`config.mk`:
```
export PLATFORM = sky130hd
export DESIGN_NAME = pipe_hazard_ctrl
export DESIGN_NICKNAME = d
export VERILOG_FILES = /design/src/rtl/pipe_hazard_ctrl.sv
export SDC_FILE = /design/constraint.sdc
export NUM_CORES = 1
export LEC_CHECK = 0
export ABC_AREA = 1
export BUFFER_PORTS_ARGS = -buffer_cell sky130_fd_sc_hd__buf_2
export CORE_MARGIN = 4
export CORE_UTILIZATION = 40
export DETAILED_ROUTE_END_ITERATION = 16
export PLACE_DENSITY = 0.66
export SKIP_CTS_REPAIR_TIMING = 1
export SLEW_MARGIN = 25
export SYNTH_ARGS = -nofsm -noshare
export SYNTH_HDL_FRONTEND = slang
export SYNTH_SLANG_ARGS = --single-unit
```
`constraint.sdc`:
```
create_clock -name clock -period 2.8 [get_ports clock]
set_input_delay 0.84 -clock clock [delete_from_list [all_inputs] [get_ports clock]]
set_output_delay 0.84 -clock clock [all_outputs]
set_load 0.02 [all_outputs]
```
`src/rtl/pipe_hazard_ctrl.sv`:
```
// -----------------------------------------------------------------------------
// pipe_hazard_ctrl
//   Hazard and stall controller for a 5-stage IF/ID/EX/MEM/WB pipeline.
//   - Selects forwarding sources for the two ID-stage operands.
//   - Detects load-use hazards and inserts a bubble into ID/EX.
//   - Flushes IF/ID on a taken branch when delay slots are disabled.
//   - Runs the data-memory wait-state handshake (IDLE/WAIT/ERR) and freezes
//     the pipeline registers while the MEM stage waits.
//   - Keeps a saturating stall-cycle counter and a sticky bus-timeout flag.
//
// Parameters
//   MAX_WAIT    cycles without dmem_ready before a bus timeout (>= 2)
//   DELAY_SLOT  1: taken branch has one delay slot; 0: flush IF/ID
//   CNT_W       width of stall_cnt
//
// Ports
//   clock, reset          rising-edge clock, asynchronous active-high reset
//   rs, rt, use_rs/rt     ID-stage sources and their read enables
//   br_taken              ID-stage branch/jump resolved taken
//   ewreg, em2reg, ern    EX-stage write enable, load flag, destination
//   mwreg, mm2reg, mrn    MEM-stage write enable, load flag, destination
//   mmem, dmem_ready      MEM-stage memory access, memory completion
//   dmem_req              data-memory request
//   fwda, fwdb            00 regfile, 01 EX alu, 10 MEM alu, 11 MEM load data
//   pc_en, fd_en, de_en, em_en      pipeline register write enables
//   fd_nop, de_nop, mw_nop          bubble inserts
//   bus_err               sticky memory-timeout flag
//   stall_cnt             saturating count of cycles with pc_en = 0
// -----------------------------------------------------------------------------
module pipe_hazard_ctrl #(
  parameter int unsigned MAX_WAIT   = 16,
  parameter bit          DELAY_SLOT = 1'b1,
  parameter int unsigned CNT_W      = 16
) (
  input  logic             clock,
  input  logic             reset,
  input  logic [4:0]       rs,
  input  logic [4:0]       rt,
  input  logic             use_rs,
  input  logic             use_rt,
  input  logic             br_taken,
  input  logic             ewreg,
  input  logic             em2reg,
  input  logic [4:0]       ern,
  input  logic             mwreg,
  input  logic             mm2reg,
  input  logic [4:0]       mrn,
  input  logic             mmem,
  input  logic             dmem_ready,
  output logic             dmem_req,
  output logic [1:0]       fwda,
  output logic [1:0]       fwdb,
  output logic             pc_en,
  output logic             fd_en,
  output logic             fd_nop,
  output logic             de_en,
  output logic             de_nop,
  output logic             em_en,
  output logic             mw_nop,
  output logic             bus_err,
  output logic [CNT_W-1:0] stall_cnt
);

  // wait_cnt only ever holds 0 .. MAX_WAIT-1
  localparam int unsigned WCNT_W = (MAX_WAIT > 2) ? $clog2(MAX_WAIT) : 1;
  localparam logic [WCNT_W-1:0] WAIT_LAST = WCNT_W'(MAX_WAIT - 1);

  typedef enum logic [1:0] {
    S_IDLE = 2'd0,
    S_WAIT = 2'd1,
    S_ERR  = 2'd2
  } state_e;

  state_e            state_q,     state_d;
  logic [WCNT_W-1:0] wait_cnt_q,  wait_cnt_d;
  logic              bus_err_q,   bus_err_d;
  logic [CNT_W-1:0]  stall_cnt_q, stall_cnt_d;

  logic lu;
  logic mstall;

  // ---------------------------------------------------------------------------
  // Forwarding: EX result wins over MEM; r0 is hard-wired zero and never
  // forwarded. A load in EX has no data yet, so it is not a forwarding source
  // (the load-use stall covers that case).
  // ---------------------------------------------------------------------------
  function automatic logic [1:0] fwd_sel(input logic [4:0] r);
    logic [1:0] sel;
    sel = 2'b00;
    if (r != 5'd0) begin
      if (ewreg && !em2reg && (ern == r))  sel = 2'b01;
      else if (mwreg && (mrn == r))        sel = mm2reg ? 2'b11 : 2'b10;
    end
    return sel;
  endfunction

  assign fwda = fwd_sel(rs);
  assign fwdb = fwd_sel(rt);

  // Load-use: the EX load's data is not available until after MEM.
  assign lu = ewreg && em2reg && (ern != 5'd0) &&
              ((use_rs && (ern == rs)) || (use_rt && (ern == rt)));

  // ---------------------------------------------------------------------------
  // Memory handshake. A WAIT cycle that sees dmem_ready releases the pipeline
  // in that same cycle, so it is not a stall cycle.
  // ---------------------------------------------------------------------------
  always_comb begin
    // NOTE: every signal assigned here gets a default first; a path that
    // leaves one unassigned would infer a latch.
    state_d    = state_q;
    wait_cnt_d = wait_cnt_q;
    bus_err_d  = bus_err_q;
    dmem_req   = 1'b0;
    mstall     = 1'b0;

    unique case (state_q)
      S_IDLE: begin
        dmem_req = mmem;
        if (mmem && !dmem_ready) begin
          mstall     = 1'b1;
          state_d    = S_WAIT;
          wait_cnt_d = WCNT_W'(1);
        end
      end
      S_WAIT: begin
        dmem_req = 1'b1;
        if (dmem_ready) begin
          state_d    = S_IDLE;
          wait_cnt_d = '0;
        end else if (wait_cnt_q == WAIT_LAST) begin
          mstall     = 1'b1;
          state_d    = S_ERR;
          wait_cnt_d = '0;
          bus_err_d  = 1'b1;
        end else begin
          mstall     = 1'b1;
          wait_cnt_d = wait_cnt_q + WCNT_W'(1);
        end
      end
      S_ERR: begin
        // Dead bus: stay frozen until reset.
        mstall = 1'b1;
      end
      default: begin
        state_d    = S_IDLE;
        wait_cnt_d = '0;
      end
    endcase
  end

  // ---------------------------------------------------------------------------
  // Pipeline control. A memory stall freezes everything in place (no bubbles)
  // and overrides both the load-use bubble and the branch flush.
  // ---------------------------------------------------------------------------
  always_comb begin
    pc_en  = !(mstall || lu);
    fd_en  = !(mstall || lu);
    de_en  = !mstall;
    em_en  = !mstall;
    de_nop = lu && !mstall;
    mw_nop = mstall;
    // Branch operands are not valid while lu holds ID, so no flush then.
    fd_nop = (DELAY_SLOT == 1'b0) && br_taken && !lu && !mstall;
  end

  always_comb begin
    stall_cnt_d = stall_cnt_q;
    if (!pc_en && (stall_cnt_q != {CNT_W{1'b1}})) begin
      stall_cnt_d = stall_cnt_q + CNT_W'(1);
    end
  end

  // NOTE: sequential state uses non-blocking assignments only, so every flop
  // samples the values from before this edge regardless of statement order.
  always_ff @(posedge clock or posedge reset) begin
    if (reset) begin
      state_q     <= S_IDLE;
      wait_cnt_q  <= '0;
      bus_err_q   <= 1'b0;
      stall_cnt_q <= '0;
    end else begin
      state_q     <= state_d;
      wait_cnt_q  <= wait_cnt_d;
      bus_err_q   <= bus_err_d;
      stall_cnt_q <= stall_cnt_d;
    end
  end

  assign bus_err   = bus_err_q;
  assign stall_cnt = stall_cnt_q;

endmodule

```
; Word level (Yosys, flattened, before mapping)
; Index checks and enable logic that the tools add are counted.
[op_classes]
addsub = 2
eq_ne = 10
n_mux = 19
n_bitwise = 2
n_reduce_logical = 26
[ops]
columns = cell, count
row1 = $eq 5x5->1, 4
row2 = $mux 2, 9
row3 = $add 16x1->16 const B, 1
row4 = $ne 16x16->1 const B, 1
row5 = $reduce_bool 5->1, 3
row6 = $logic_and 1x1->1, 13
row7 = $mux 4, 3
row8 = $pmux 4 s3, 1
row9 = $pmux 2 s3, 1
row10 = $reduce_and 3->1, 2
row11 = $add 4x1->4 const B, 1
row12 = $eq 4x4->1 const B, 1
row13 = $logic_not 1->1, 4
row14 = $mux 1, 3
row15 = $ne 3x3->1 const B, 1
row16 = $pmux 1 s3, 1
row17 = $eq 2x1->1 const B, 1
row18 = $eq 2x2->1 const B, 1
row19 = $logic_not 2->1, 1
row20 = $logic_or 1x1->1, 2
row21 = $ne 2x2->1 const B, 1
row22 = $not 1->1, 2
row23 = $pmux 1 s2, 1
row24 = $reduce_and 2->1, 1
[word_totals]
regBits = 23
word_cells = 63

; Longest topological paths before layout
[depth]
word_depth = 6
ltp_mapped = 12
ltp_nobuf = 11

; Least setup slack after synthesis
; OpenSTA, ideal clock, no wires.
[synth_path]
path_kind = input -> output
start = in dmem_ready
end = out de_nop
arrival_time_ps = 2066
required_ps = 1960
setup_slack_ps = -106
cell_stages = 6
cell_sequence = nor2_1 > nand2_1 > nand2_1 > nor2_1 > inv_1 > nor2_1
[synth_between]
elab_chain_len = 6
[synth_rtl]
columns = item, line
row1 = start: declaration, 49  ; input logic dmem_ready,
row2 = $logic_not 1->1, 120  ; if (mmem && !dmem_ready) begin
row3 = $logic_and 1x1->1, 120
row4 = $mux 1, 120
row5 = $pmux 1 s3 *, 117  ; unique case (state_q)
row6 = $logic_not 1->1 *, --
row7 = via de_en, 56  ; output logic de_en,
row8 = $logic_and 1x1->1 *, 161  ; de_nop = lu && !mstall;
row9 = end: declaration, 57  ; output logic de_nop,
; Mark *: on every way through the listed nets, which the timed path passes. The rest lies on a longest branch.

; Worst setup path in the final report
[layout_path]
start = in ern[4]
end = out fwda[0]
[layout_between]
elab_chain_len = 4
[layout_rtl]
columns = item, line
row1 = start: declaration, 44  ; input logic [4:0] ern,
row2 = $eq 5x5->1, 91  ; if (ewreg && !em2reg && (ern == r)) sel = 2'b01;
row3 = $logic_and 1x1->1, 91
row4 = $mux 2, 91
row5 = $mux 2, 90  ; if (r != 5'd0) begin
row6 = end: declaration, 51  ; output logic [1:0] fwda,
; Every way passes these cells.

==> flow_summary.ini <==
[flow_run]
drv_cap = 0

[global_route]
grt_pass1_wl_mm = 7.05
grt_use_total_pct = 15.6
grt_max_degree = 24
grt_pass1_vias = 1672
gr-total-overflow = 0
antenna_found_initial = 0

[timing]
setup_viol = 0
clock_skew_ns = 0.00942
slew_viol_final = 0
fin_crit_sh_pct = 95.5
final_hold_viol_count = 0
rsz0062_at_grt = false
max_freq_mhz = 374
fin_setup_tns_ns = 0
layout_min_cycle_time_ns = 2.67

[clock_tree]
cts_max_level = 1
clk-insertion-delay-late_ns = 0.27
root_buffer = clkbuf_8
cts.path.max_buffers = 2
cts.clk_slew.worst_paths_ns = 0.08
clock_sink_count = 23
cts_inserted_buffers = 3
cts_tree = built

[worst_setup_path]
crit_buf_inv = 2
crit_chain = buf_2, xor2_1, nor2_1, nand3_1, nor2_1, nand2_1, o21ai_1, buf_2
cp-end-kind = output port
crit_fanout = 3
cp_top_family = simple AND/OR/NAND/NOR gates
crit_path_top_delay_cell = buf_2
criticalPathCategory = primary input to output port
worstPathRequired_ns = 1.96
arrival_ns = 1.83
critPathLaunchType = primary input
cpPeakStageDelay_ns = 0.17

[synth]
yosys-top-cells-area = dfrtp_1 32%, nand2_1 19%, nand3_1 7.4%, inv_1 7.0%, xor2_1 5.8%
ys_types = 32
syn_avg_cell_area_um2 = 6.65
netlist_area_um2 = 1810
ys_seq_area_share_pct = 31.7
synth_top_area_cell = dfrtp_1
syn_inst = 273
ys_ff_latch = 23
synth.top_cell.area_share_pct = 31.7
synth_nets = 306
yosysWarnings = 0

[placed_design]
placed_area_um2 = 2120
hpwl_mm = 3.45
portBuffers = 57
gp_congestion = 0.915

[die]
fp.dieW_um = 75.3
num_rows = 24
pin_count = 60
dieHeight_um = 75.3
die_area_um2 = 5680
core_area_um2 = 4380
initial_core_util_pct = 41.4

[route]
via_count = 1815
vias_per_cell = 4.76
initialDrtViolationCount = 95
finalWirelength_mm = 4.25
drc = 0
wl_per_cell_um = 11.2
drt_pass1_iterations = 4
antenna_left = 0

[final_layout]
final_cell_mix = 91 x nand2_1, 57 x buf_2, 34 x inv_1
nFillCells = 462
layout.nets = 363
layout_commonest_cell = nand2_1
syn_to_final_growth_pct = 19.4
final_area_um2 = 2170
diodes = 0
drive_gt1_share_pct = 23.4

[pwr]
p_int_uw = 468
pwr-share-seq_pct = 53.0
p_sw_uw = 158
combPwrFrac_pct = 13.6
p_clk_share_pct = 33.3
peakVddDrop_uv = 222
p_leak_uw = 0.00121
powerDensity_nw_per_um2 = 289
switching_share_pct = 25.2

[status]
status = completed

[hold_path]
hp-class = flip-flop to flip-flop
[per-layer routing]
metal | global-route usage (%) | part of all wire (%) | up-vias
li1 | - | - | 972
met1 | 21.2 | 47 | 797
met2 | 26.2 | 47 | 42
met3 | 2.24 | 5.4 | 4
met4 | 4.08 | 0.68 | 0
met5 | 0 | 0 | -
[tightest hold or removal path: cells and delay by family (launching register included)]
| family | cells | cell delay (ns) |
|---|---|---|
| DFF | 1 | 0.35 |
| and+or+nand+nor | 1 | 0.05 |
| buffers and inverters | 1 | 0.04 |
[logic make-up (layout without fill, tap and decap cells)]
group | after synthesis | in the layout | share of synthesized area (%)
AND/OR/NAND/NOR | 167 | 167 | 41.4
buffers and inverters | 46 | 102 | 11.4
other | 1 | 1 | 0.207
AO/OA/AOI/OAI | 16 | 16 | 5.10
adder cells (fa/ha/maj) | 2 | 2 | 1.38
flip-flops | 23 | 23 | 31.7
XOR/XNOR | 18 | 18 | 8.69
[power groups by stage]
stage	clock network, uW	logic, uW	registers [uW]
after CTS	216	86.5	332
after detailed placement	0	86.0	338
after floorplan	0	46.3	338
after global routing	226	96.2	332
after global placement	0	85.3	338
final	209	85.2	332
[synthesized netlist by cell type (all sizes together)]
cell	number
xor2	12
dfrtp	23
nand3b	1
nor4	1
a22o	1
a21boi	1
nor3	7
inv	38
nand3	28
o22ai	3
or2	1
conb	1
nand2	95
nor2	27
xnor2	6
clkinv	1
a211oi	1
o21ai	7
ha	2
a21oi	3
buf	7
nand4	7
[metrics by stage]
stage	total power (uW)	util, %	hold WS (ns)	setup slack (ns)	instances
2_1_floorplan	385	-	0.491	0.108	273
3_3_place_gp	424	48.4	0.452	0.144	377
3_5_place_dp	424	48.4	0.467	0.138	377
4_1_cts	634	49.4	0.487	0.139	381
5_1_grt	654	49.4	0.519	0.0264	381
6_report	626	49.4	0.477	0.127	381
[final cells by class]
| class | count | area (um^2) | area share, % |
|---|---|---|---|
| Inverter | 39 | 146 | 6.76 |
| Clock buffer | 4 | 45.0 | 2.08 |
| Tap cell | 52 | 65.1 | 3.00 |
| Sequential cell | 23 | 576 | 26.6 |
| Multi-Input combinational cell | 204 | 1030 | 47.7 |
| Timing Repair Buffer | 59 | 300 | 13.9 |
[worst paths after layout]
kind	from	end	slack, ns	depth (start not counted)
setup / recovery	ern[4]	fwda[0]	0.13	8
hold / removal	bus_err	bus_err	0.48	2
setup reg to reg	stall_cnt[0]	stall_cnt[13]	1.24	9
hold reg to reg	bus_err	bus_err	0.48	2
max in group asynchronous	reset	stall_cnt[5]	1.97	3
min in group asynchronous	reset	stall_cnt[1]	0.59	3
[flip-flops by register name, indices dropped and copies added, names as in the netlist]
name,cells
wait_cnt_q,4
state_q,2
stall_cnt,16
bus_err,1
No activity file was read; power rests on OpenSTA's default activity.
